**src/rtl/sd_pkg.sv**
```systemverilog
// Shared sizing, order encodings and the saturation helper for the delta-sigma modulator.
package sd_pkg;

  localparam int unsigned SD_DW    = 16;
  localparam int unsigned SD_ACC_W = 24;
  localparam int          SD_FS    = 1 << (SD_DW - 1);

  localparam logic ORDER_1 = 1'b0;
  localparam logic ORDER_2 = 1'b1;

  // Clamp v to the signed range of a w-bit integrator; returns 1 when a clamp occurred.
  function automatic logic sat_clamp(input  logic signed [63:0] v,
                                     input  int unsigned        w,
                                     output logic signed [63:0] r);
    logic signed [63:0] hi;
    logic signed [63:0] lo;
    hi = (64'sd1 <<< (w - 1)) - 64'sd1;
    lo = -(64'sd1 <<< (w - 1));
    if (v > hi) begin
      r = hi;
      return 1'b1;
    end else if (v < lo) begin
      r = lo;
      return 1'b1;
    end
    r = v;
    return 1'b0;
  endfunction

endpackage

```
**src/rtl/sd_modulator_if.sv**
```systemverilog
// Sample handshake between a PCM source (master) and the modulator (slave).
interface sd_modulator_if
  import sd_pkg::*;
#(
  parameter int unsigned DW = SD_DW
);
  logic signed [DW-1:0] sample_in;
  logic                 sample_valid;
  logic                 sample_ready;
  logic                 sample_req;

  modport master (
    output sample_in,
    output sample_valid,
    input  sample_ready,
    input  sample_req
  );

  modport slave (
    input  sample_in,
    input  sample_valid,
    output sample_ready,
    output sample_req
  );
endinterface

```
**src/rtl/sd_mod_integ.sv**
```systemverilog
// Saturating signed accumulator: exposes the clamped next value so later stages can chain on it
// within the same clock.
module sd_mod_integ
  import sd_pkg::*;
#(
  parameter int unsigned ACC_W = SD_ACC_W,
  parameter int unsigned OW    = SD_ACC_W + 2
) (
  input  logic                    sd_clk_in,
  input  logic                    SYSRSTn,
  input  logic                    en,
  input  logic                    clr,
  input  logic signed [OW-1:0]    add,
  output logic signed [ACC_W-1:0] nxt,
  output logic                    sat
);

  logic signed [ACC_W-1:0] acc_q;
  logic signed [63:0]      sum;
  logic signed [63:0]      clamped;

  // Wide sum, then clamp back into the integrator range.
  always_comb begin
    sum     = 64'(acc_q) + 64'(add);
    clamped = '0;
    sat     = sat_clamp(sum, ACC_W, clamped);
    nxt     = clamped[ACC_W-1:0];
  end

  // Integrator state; clear wins over enable.
  always_ff @(posedge sd_clk_in or negedge SYSRSTn) begin
    if (!SYSRSTn) begin
      acc_q <= '0;
    end else if (clr) begin
      acc_q <= '0;
    end else if (en) begin
      acc_q <= nxt;
    end
  end

endmodule

```
**src/rtl/sd_modulator.sv**
```systemverilog
// Digital delta-sigma modulator: signed PCM in, 1-bit DSD stream out, one sample per frame of
// reg_moddec+1 bit clocks through a single-entry buffer.
module sd_modulator
  import sd_pkg::*;
#(
  parameter int unsigned DW    = SD_DW,
  parameter int unsigned ACC_W = SD_ACC_W
) (
  input  logic                 SYSRSTn,
  input  logic                 sd_clk_in,
  input  logic                 mod_en,
  input  logic                 mod_order,
  input  logic [7:0]           reg_moddec,
  input  logic                 flag_clr,
  output logic                 underrun,
  output logic                 overload,
  output logic                 sd_dsd_out,
  sd_modulator_if.slave        smp
);

  localparam int unsigned OW = ACC_W + 2;
  localparam logic signed [OW-1:0] FS_V = {{(OW - DW){1'b0}}, 1'b1, {(DW - 1){1'b0}}};

  logic [7:0]           cnt_q, cnt_d;
  logic signed [DW-1:0] hold_q, hold_d;
  logic                 hold_full_q, hold_full_d;
  logic signed [DW-1:0] active_q, active_d;
  logic                 sample_req_q, sample_req_d;
  logic                 underrun_q, underrun_d;
  logic                 overload_q, overload_d;
  logic                 sd_dsd_q, sd_dsd_d;

  logic                    boundary;
  logic                    order2;
  logic signed [OW-1:0]    x_ext;
  logic signed [OW-1:0]    fb_ext;
  logic signed [OW-1:0]    add1;
  logic signed [OW-1:0]    add2;
  logic signed [ACC_W-1:0] i1n;
  logic signed [ACC_W-1:0] i2n;
  logic                    sat1;
  logic                    sat2;

  // >= so that shrinking reg_moddec mid-frame ends the frame right away.
  assign boundary = mod_en && (cnt_q >= reg_moddec);
  assign order2   = (mod_order == ORDER_2);

  assign x_ext  = OW'(active_q);
  assign fb_ext = sd_dsd_q ? FS_V : -FS_V;
  assign add1   = x_ext - fb_ext;
  assign add2   = OW'(i1n) - (fb_ext <<< 1);

  sd_mod_integ #(
    .ACC_W (ACC_W),
    .OW    (OW)
  ) u_integ1 (
    .sd_clk_in (sd_clk_in),
    .SYSRSTn   (SYSRSTn),
    .en        (mod_en),
    .clr       (!mod_en),
    .add       (add1),
    .nxt       (i1n),
    .sat       (sat1)
  );

  sd_mod_integ #(
    .ACC_W (ACC_W),
    .OW    (OW)
  ) u_integ2 (
    .sd_clk_in (sd_clk_in),
    .SYSRSTn   (SYSRSTn),
    .en        (mod_en),
    .clr       (!mod_en || (mod_order == ORDER_1)),
    .add       (add2),
    .nxt       (i2n),
    .sat       (sat2)
  );

  assign smp.sample_ready = !hold_full_q;
  assign smp.sample_req   = sample_req_q;
  assign underrun         = underrun_q;
  assign overload         = overload_q;
  assign sd_dsd_out       = sd_dsd_q;

  // Frame counter, sample buffer, sticky flags and output bit.
  always_comb begin
    cnt_d        = cnt_q;
    hold_d       = hold_q;
    hold_full_d  = hold_full_q;
    active_d     = active_q;
    sample_req_d = boundary;
    underrun_d   = underrun_q && !flag_clr;
    overload_d   = overload_q && !flag_clr;
    sd_dsd_d     = ~sd_dsd_q;

    if (mod_en) begin
      cnt_d    = boundary ? 8'd0 : cnt_q + 8'd1;
      sd_dsd_d = ~(order2 ? i2n[ACC_W-1] : i1n[ACC_W-1]);
      if (sat1 || (order2 && sat2)) begin
        overload_d = 1'b1;
      end
    end else begin
      cnt_d = 8'd0;
    end

    if (boundary) begin
      if (hold_full_q) begin
        active_d    = hold_q;
        hold_full_d = 1'b0;
      end else if (smp.sample_valid) begin
        // Empty buffer but a sample is on the bus: feed it straight through.
        active_d = smp.sample_in;
      end else begin
        underrun_d = 1'b1;
      end
    end else if (smp.sample_valid && !hold_full_q) begin
      hold_d      = smp.sample_in;
      hold_full_d = 1'b1;
    end
  end

  // State registers.
  always_ff @(posedge sd_clk_in or negedge SYSRSTn) begin
    if (!SYSRSTn) begin
      cnt_q        <= 8'd0;
      hold_q       <= '0;
      hold_full_q  <= 1'b0;
      active_q     <= '0;
      sample_req_q <= 1'b0;
      underrun_q   <= 1'b0;
      overload_q   <= 1'b0;
      sd_dsd_q     <= 1'b0;
    end else begin
      cnt_q        <= cnt_d;
      hold_q       <= hold_d;
      hold_full_q  <= hold_full_d;
      active_q     <= active_d;
      sample_req_q <= sample_req_d;
      underrun_q   <= underrun_d;
      overload_q   <= overload_d;
      sd_dsd_q     <= sd_dsd_d;
    end
  end

endmodule

```
**src/flat_wrapper.sv**
```systemverilog
// flat-port wrapper written by rule: the top's interface ports become plain ports
module sd_modulator_flat import sd_pkg::*;
#(
  parameter int unsigned DW    = SD_DW,
  parameter int unsigned ACC_W = SD_ACC_W
)
  (SYSRSTn, sd_clk_in, mod_en, mod_order, reg_moddec, flag_clr, underrun, overload, sd_dsd_out, smp_sample_in, smp_sample_valid, smp_sample_ready, smp_sample_req);
  sd_modulator_if #(.DW(DW)) smp_i ();
  input  logic SYSRSTn;
  input  logic sd_clk_in;
  input  logic mod_en;
  input  logic mod_order;
  input  logic [7:0] reg_moddec;
  input  logic flag_clr;
  output logic underrun;
  output logic overload;
  output logic sd_dsd_out;
  input wire logic [$bits(smp_i.sample_in)-1:0] smp_sample_in;
  input wire logic [$bits(smp_i.sample_valid)-1:0] smp_sample_valid;
  output wire logic [$bits(smp_i.sample_ready)-1:0] smp_sample_ready;
  output wire logic [$bits(smp_i.sample_req)-1:0] smp_sample_req;
  assign smp_i.sample_in = smp_sample_in;
  assign smp_i.sample_valid = smp_sample_valid;
  assign smp_sample_ready = smp_i.sample_ready;
  assign smp_sample_req = smp_i.sample_req;
  sd_modulator #(.DW(DW), .ACC_W(ACC_W)) u_core (.SYSRSTn(SYSRSTn), .sd_clk_in(sd_clk_in), .mod_en(mod_en), .mod_order(mod_order), .reg_moddec(reg_moddec), .flag_clr(flag_clr), .underrun(underrun), .overload(overload), .sd_dsd_out(sd_dsd_out), .smp(smp_i));
endmodule
```
**config.mk**
```make
export PLATFORM = sky130hd
export DESIGN_NAME = sd_modulator_flat
export DESIGN_NICKNAME = d
export VERILOG_FILES = /design/src/rtl/sd_pkg.sv /design/src/rtl/sd_modulator_if.sv /design/src/rtl/sd_mod_integ.sv /design/src/rtl/sd_modulator.sv /design/src/flat_wrapper.sv
export SDC_FILE = /design/constraint.sdc
export NUM_CORES = 1
export LEC_CHECK = 0
export CAP_MARGIN = 10
export CORE_UTILIZATION = 30
export CTS_CLUSTER_SIZE = 10
export DETAILED_ROUTE_END_ITERATION = 6
export GPL_ROUTABILITY_DRIVEN = 0
export GPL_TIMING_DRIVEN = 0
export PLACE_DENSITY_LB_ADDON = 0.25
export SYNTH_ARGS = -nofsm -noshare
export SYNTH_HDL_FRONTEND = slang
export SYNTH_SLANG_ARGS = --single-unit
```
**constraint.sdc**
```tcl
create_clock -name sd_clk_in -period 7.8 [get_ports sd_clk_in]
set_input_delay 1.56 -clock sd_clk_in [delete_from_list [all_inputs] [get_ports sd_clk_in]]
set_output_delay 1.56 -clock sd_clk_in [all_outputs]
set_load 0.01 [all_outputs]
```
# Word-level counts from Yosys, hierarchy flattened
# Index checks and enable logic that the tools add are counted.
word_totals:
  output_inout_bits: 5
  word_cells: 72
  reg_bits: 93
  input_bits: 30
op_classes:
  n_lt_le_gt_ge: 5
  reduce_logical: 15
  n_bitwise: 4
  n_mux: 33
  n_addsub: 5
op_table:
  columns: ["cell", "count"]
  rows:
  - ["two-way mux 24 bit", 9]
  - ["adder 24 x 26 -> 27 bit", 2]
  - ["greater-than comparator 27 x 24 -> 1 bit, second input constant", 2]
  - ["< comparator 27 x 24 -> 1 bit, second input constant", 2]
  - ["two-way mux 16 bit", 2]
  - ["two-way mux 26 bit", 1]
  - ["subtractor 16 x 26 -> 26 bit", 1]
  - ["subtractor 24 x 26 -> 26 bit", 1]
  - ["two-way mux 1 bit", 19]
  - ["two-way mux 8 bit", 2]
  - ["adder 8 x 1 -> 8 bit, second input constant", 1]
  - [">= comparator 8 bit", 1]
  - ["nonzero test 2 bit", 3]
  - ["logical AND 1 bit", 5]
  - ["NOT 1 bit", 4]
  - ["AND reduction 2 bit", 2]
  - ["zero test 1 bit", 3]
  - ["logical OR 1 bit", 2]

# Depth between registers and ports, before layout
# Gate-level depths: netlist (run 1).
depth:
  word_depth: 17
  depth_mapped: 33

# Cells and area by module
# From an unflattened synthesis (run 1), not the netlist that was laid out.
unflattened:
  hier_cells: 967
  hier_area_um2: 8206.6
modules_own_cells:
  columns: ["mod", "seq_area_each_um2", "instances", "area_each_um2", "cells_per_inst"]
  rows:
  - ["sd_mod_integ", 600.6, 2, 2768.9, 356]
  - ["sd_modulator", 1126.1, 1, 2668.8, 255]

# Worst setup path before layout (run 1)
# OpenSTA, ideal clock, no wires.
synth_path:
  path_type: "register -> register"
  from: "register u_core.sd_dsd_q (netlist: u_core.sd_dsd_out)"
  to: "register u_core.u_integ2.acc_q[17]"
  synth_period_minus_slack_ns: 6.653
  arrival_ns: 6.580
  path_stages_with_launch: 31
  slack_ns: 1.147
  path_buffers: 4
  cell_sequence: "dfrtp_1 ha_1 or2_2 ha_1 clkbuf_1 nand2_1 or3_1 a2111o_1 nand3_2 nand2_1 mux2_2 buf_2 a21boi_1 inv_1 fa_1 nor2b_1 o21ai_0 a21oi_1 nor2_1 ha_1 clkbuf_1 a21o_1 a21o_1 a21oi_1 or4b_1 nand2_1 xnor2_1 nand3_1 a21oi_1 clkbuf_1 a21boi_2"
synth_between:
  elab_chain_cells: 15
  word_cells_on_any_way: 19
  cone_classes: "4 x add/sub; 4 x order compare; 11 x mux"
synth_rtl:
  columns: ["element", "line_no", "rtl"]
  rows:
  - ["start, declared", "sd_modulator.sv:31", "logic sd_dsd_q, sd_dsd_d;"]
  - ["start signal, assigned", "sd_modulator.sv:141", "sd_dsd_q <= sd_dsd_d;"]
  - ["two-way mux 26 bit (*)", "sd_modulator.sv:49", "assign fb_ext = sd_dsd_q ? FS_V : -FS_V;"]
  - ["subtractor 16 x 26 -> 26 bit", "sd_modulator.sv:50", "assign add1 = x_ext - fb_ext;"]
  - ["adder 24 x 26 -> 27 bit", "sd_mod_integ.sv:24", "sum = 64'(acc_q) + 64'(add);"]
  - ["< comparator 27 x 24 -> 1 bit", "sd_pkg.sv:22", "end else if (v < lo) begin"]
  - ["two-way mux 1 bit", "sd_pkg.sv:22", null]
  - ["two-way mux 1 bit", "sd_pkg.sv:19", "if (v > hi) begin"]
  - ["two-way mux 24 bit", "sd_pkg.sv:26", "r = v;"]
  - ["subtractor 24 x 26 -> 26 bit (*)", "sd_modulator.sv:51", "assign add2 = OW'(i1n) - (fb_ext <<< 1);"]
  - ["adder 24 x 26 -> 27 bit (*)", "sd_mod_integ.sv:24", null]
  - ["< comparator 27 x 24 -> 1 bit", "sd_pkg.sv:22", null]
  - ["two-way mux 1 bit", "sd_pkg.sv:22", null]
  - ["two-way mux 1 bit", "sd_pkg.sv:19", null]
  - ["two-way mux 24 bit (*)", "sd_pkg.sv:26", null]
  - ["two-way mux 24 bit (*)", "sd_mod_integ.sv:36", "end else if (en) begin"]
  - ["two-way mux 24 bit (*)", "sd_mod_integ.sv:34", "end else if (clr) begin"]
  - ["end signal, assigned", "sd_mod_integ.sv:37", "acc_q <= nxt;"]
  - ["end, declared", "sd_mod_integ.sv:18", "logic signed [ACC_W-1:0] acc_q;"]
# Every way passes the cells marked *; elsewhere a longest branch is shown, timed or not. The select of a mux whose other input is x is not followed.
# A chain may end at the register's enable or synchronous reset.

# Final worst setup path (run 1)
layout_path:
  from: "register u_core.sd_dsd_q (netlist: u_core.sd_dsd_out)"
  to: "register u_core.u_integ2.acc_q[11]"
# Same word-level chain as after synthesis.

==> flow_summary.yaml, run 1 <==
critical_path:
  arrival_ps: 7510
  crit_fanout: 10
  worstSetupPathType: "reg -> reg"
  worstPathRequired_ps: 8060
  worstSetupEndpointType: "flop"
  cpMostUsedCell: "ha_1"
  critPathLaunchType: "flop"
  slowest_stage: "dfrtp_4"
  r2r_cells: 29
  max_stage_delay_ps: 540
clock_tree:
  root_buffer: "clkbuf_16"
  cts_sinks: 93
  hold_buffers: 0
  cts_buffers: 9
  insertion_delay_ps: 350
  htreeDepth: 3
  cts_tree: "yes"
  cts_buffer_depth: 2
  clk_pin_slew_worst_paths_ps: 70
floorplanning:
  core_mm2: 0.0221
  die_y_um: 153
  start_util_pct: 31.1
  die_area_mm2: 0.0235
  core.rowCount: 54
  num_io_pins: 35
  die_x_um: 153
sta:
  setup_violations: 0
  finalSetupTns_ps: 0
  clock_skew_ps: 12.4
  min_period_over_period_pct: 93.0
  timing_worst_slew_pin_value_ps: 925
  setup_ws_ps: 547
  drv_slew: 0
  relSlewSlack_pct: 37.9
  fmax_mhz: 138
  hold_violations: 0
  fin_crit_ps: 7250
route:
  routed_wirelength_um: 15500
  wl_per_cell_um: 14.8
  vias: 5132
  vias_per_cell: 4.93
  drt_iter0_drc: 182
  route.detailed.drc: 0
  ant_nets: 0
  firstDrtPassIters: 4
place:
  post-place-ws_ps: -301
  portBuffers: 34
  dp_hpwl_um: 12100
yosys:
  yosysTopAreaCell: "dfrtp_1"
  ys_ff_latch: 93
  yosys_warnings: 0
  ys_seq_area_share_pct: 33.9
  netlist_area_mm2: 0.00686
  synth_cells: 706
  synth_most_common_cell: "dfrtp_1"
  synth_top_area_share_pct: 33.9
  ys_async_sr_fraction_pct: 100
  ys_top_cells_by_count: "dfrtp_1 (93), ha_1 (68), nor2_1 (48)"
  syn_area_per_cell_um2: 9.72
  ys.flop_type: "dfrtp_1"
  synth_area_leaders: "dfrtp_1 (34%), ha_1 (12%), mux2_2 (7.6%)"
  mappedNetlistNets: 807
  synth.distinct_cells: 62
  synth_edf_count: 0
global_route:
  grt.total_usage_pct: 13.9
  grt_pass1_vias: 5178
  grt_pass1_wl_um: 26000
  grt_start_max_net_pins: 65
  antenna_found_initial: 0
  grt_overflow: 0
worst_hold_path:
  worst_hold_path_type: "reg -> reg"
  whs_path_depth: 1
layout:
  area_delta_synth_final_pct: 16.4
  diodes: 0
  drive_gt1_share_pct: 14.3
  final_nets: 858
job:
  maxCapViolCount: 0
run_status:
  outcome: "finished clean"
[layout make-up]
cell class                 count  area, um^2
timing repair buffer          42         418
fill                        2238       14100
inverter                      34         128
multi-input combinational    557        4370
clock inverter                 5        41.3
buffer                        20         103
tap                          280         350
clock buffer                  11         243
sequential                    93        2330
[timing repair]
action	4_1_cts	5_1_grt
hold endpoints to repair	0	0
resized for setup	5	18
pin swaps	0	3
setup buffers	0	7
setup endpoints to repair	24	24
[cells in the final DEF, fill, tap and decap left out, types with 11 or more instances in the layout]
cell type,Yosys,final
a21boi_0,15,15
xnor2_1,29,29
nand2_1,35,35
ha_1,68,67
nor2_1,48,47
o21a_1,18,18
dfrtp_1,93,92
xor2_1,26,26
nor2b_1,11,11
and2_1,22,22
nand3_1,15,15
inv_1,34,34
a21o_1,30,30
a21boi_2,10,11
clkdlybuf4s50_1,0,33
mux2_2,46,46
a21oi_1,47,46
o21ai_0,25,24
clkbuf_1,14,11
[flip-flops by register name, summed over array words and instances, names as in the netlist, 8 cells and up]
| signal | flops |
|---|---|
| u_core.u_integ1.acc_q | 24 |
| u_core.u_integ2.acc_q | 24 |
| u_core.active_q | 16 |
| u_core.hold_q | 16 |
| u_core.cnt_q | 8 |
[path summary, 6_finish.rpt]
check                                   from                         to  slack, ps
min in group asynchronous            SYSRSTn           u_core.hold_q[5]       1150
min                        u_core.hold_q[14]          u_core.hold_q[14]        500
min reg2reg                u_core.hold_q[14]          u_core.hold_q[14]        500
max reg2reg                u_core.sd_dsd_out  u_core.u_integ2.acc_q[11]        550
max in group asynchronous            SYSRSTn          u_core.sd_dsd_out       5960
max                        u_core.sd_dsd_out  u_core.u_integ2.acc_q[11]        550
[critical path, delay by kind of cell (launching register included)]
family	cells	cell delay (ps)
xor+xnor	1	180
fa+ha+maj	4	1310
simple gates	11	2310
mux	1	350
flops	1	540
compound gates	8	1780
buf+inv	4	710
[per-stage QoR]
stage / instances / area (um^2) / util, % / hold WS, ps
detailed placement: 1021 / 7580 / 34.3 / 492
finish: 1042 / 7980 / 36.1 / 501
CTS: 1037 / 7870 / 35.6 / 506
global route: 1042 / 7980 / 36.1 / 526
global placement: 1020 / 7550 / 34.2 / 483
floorplan: 706 / 6860 / - / 475
[cell families after synthesis]
group | count (synthesis) | synth area share [%]
buffers and inverters | 56 | 3.36
xor gates and xnor gates | 55 | 7.02
and+or+nand+nor | 171 | 12.6
DFF | 93 | 33.9
adders and majority gates | 71 | 13.3
AOI/OAI and AO/OA | 206 | 21.1
muxes | 54 | 8.79
[layer usage]
metal	global-route usage [%]	vias up	wire, um
met5	0	-	0
met4	3.99	0	233
met3	2.27	17	319
met2	24.0	37	7390
met1	17.8	2434	7530
li1	-	2644	-
Power of run 1 is left out: the tool's default activity adds up to more than one toggle a clock period on the data nets, which glitch-free logic cannot reach.
==> inputs of run 2 (changes only) <==
--- a/config.mk
+++ b/config.mk
@@ -5,7 +5,7 @@
 export SDC_FILE = /design/constraint.sdc
 export NUM_CORES = 1
 export LEC_CHECK = 0
-export CAP_MARGIN = 10
+export CAP_MARGIN = 20
 export CORE_UTILIZATION = 30
 export CTS_CLUSTER_SIZE = 10
 export DETAILED_ROUTE_END_ITERATION = 6
==> results of run 2 <==
No change in the layout: final DEF, timing and power equal those of run 1.
Power of run 2 is left out for the same reason.
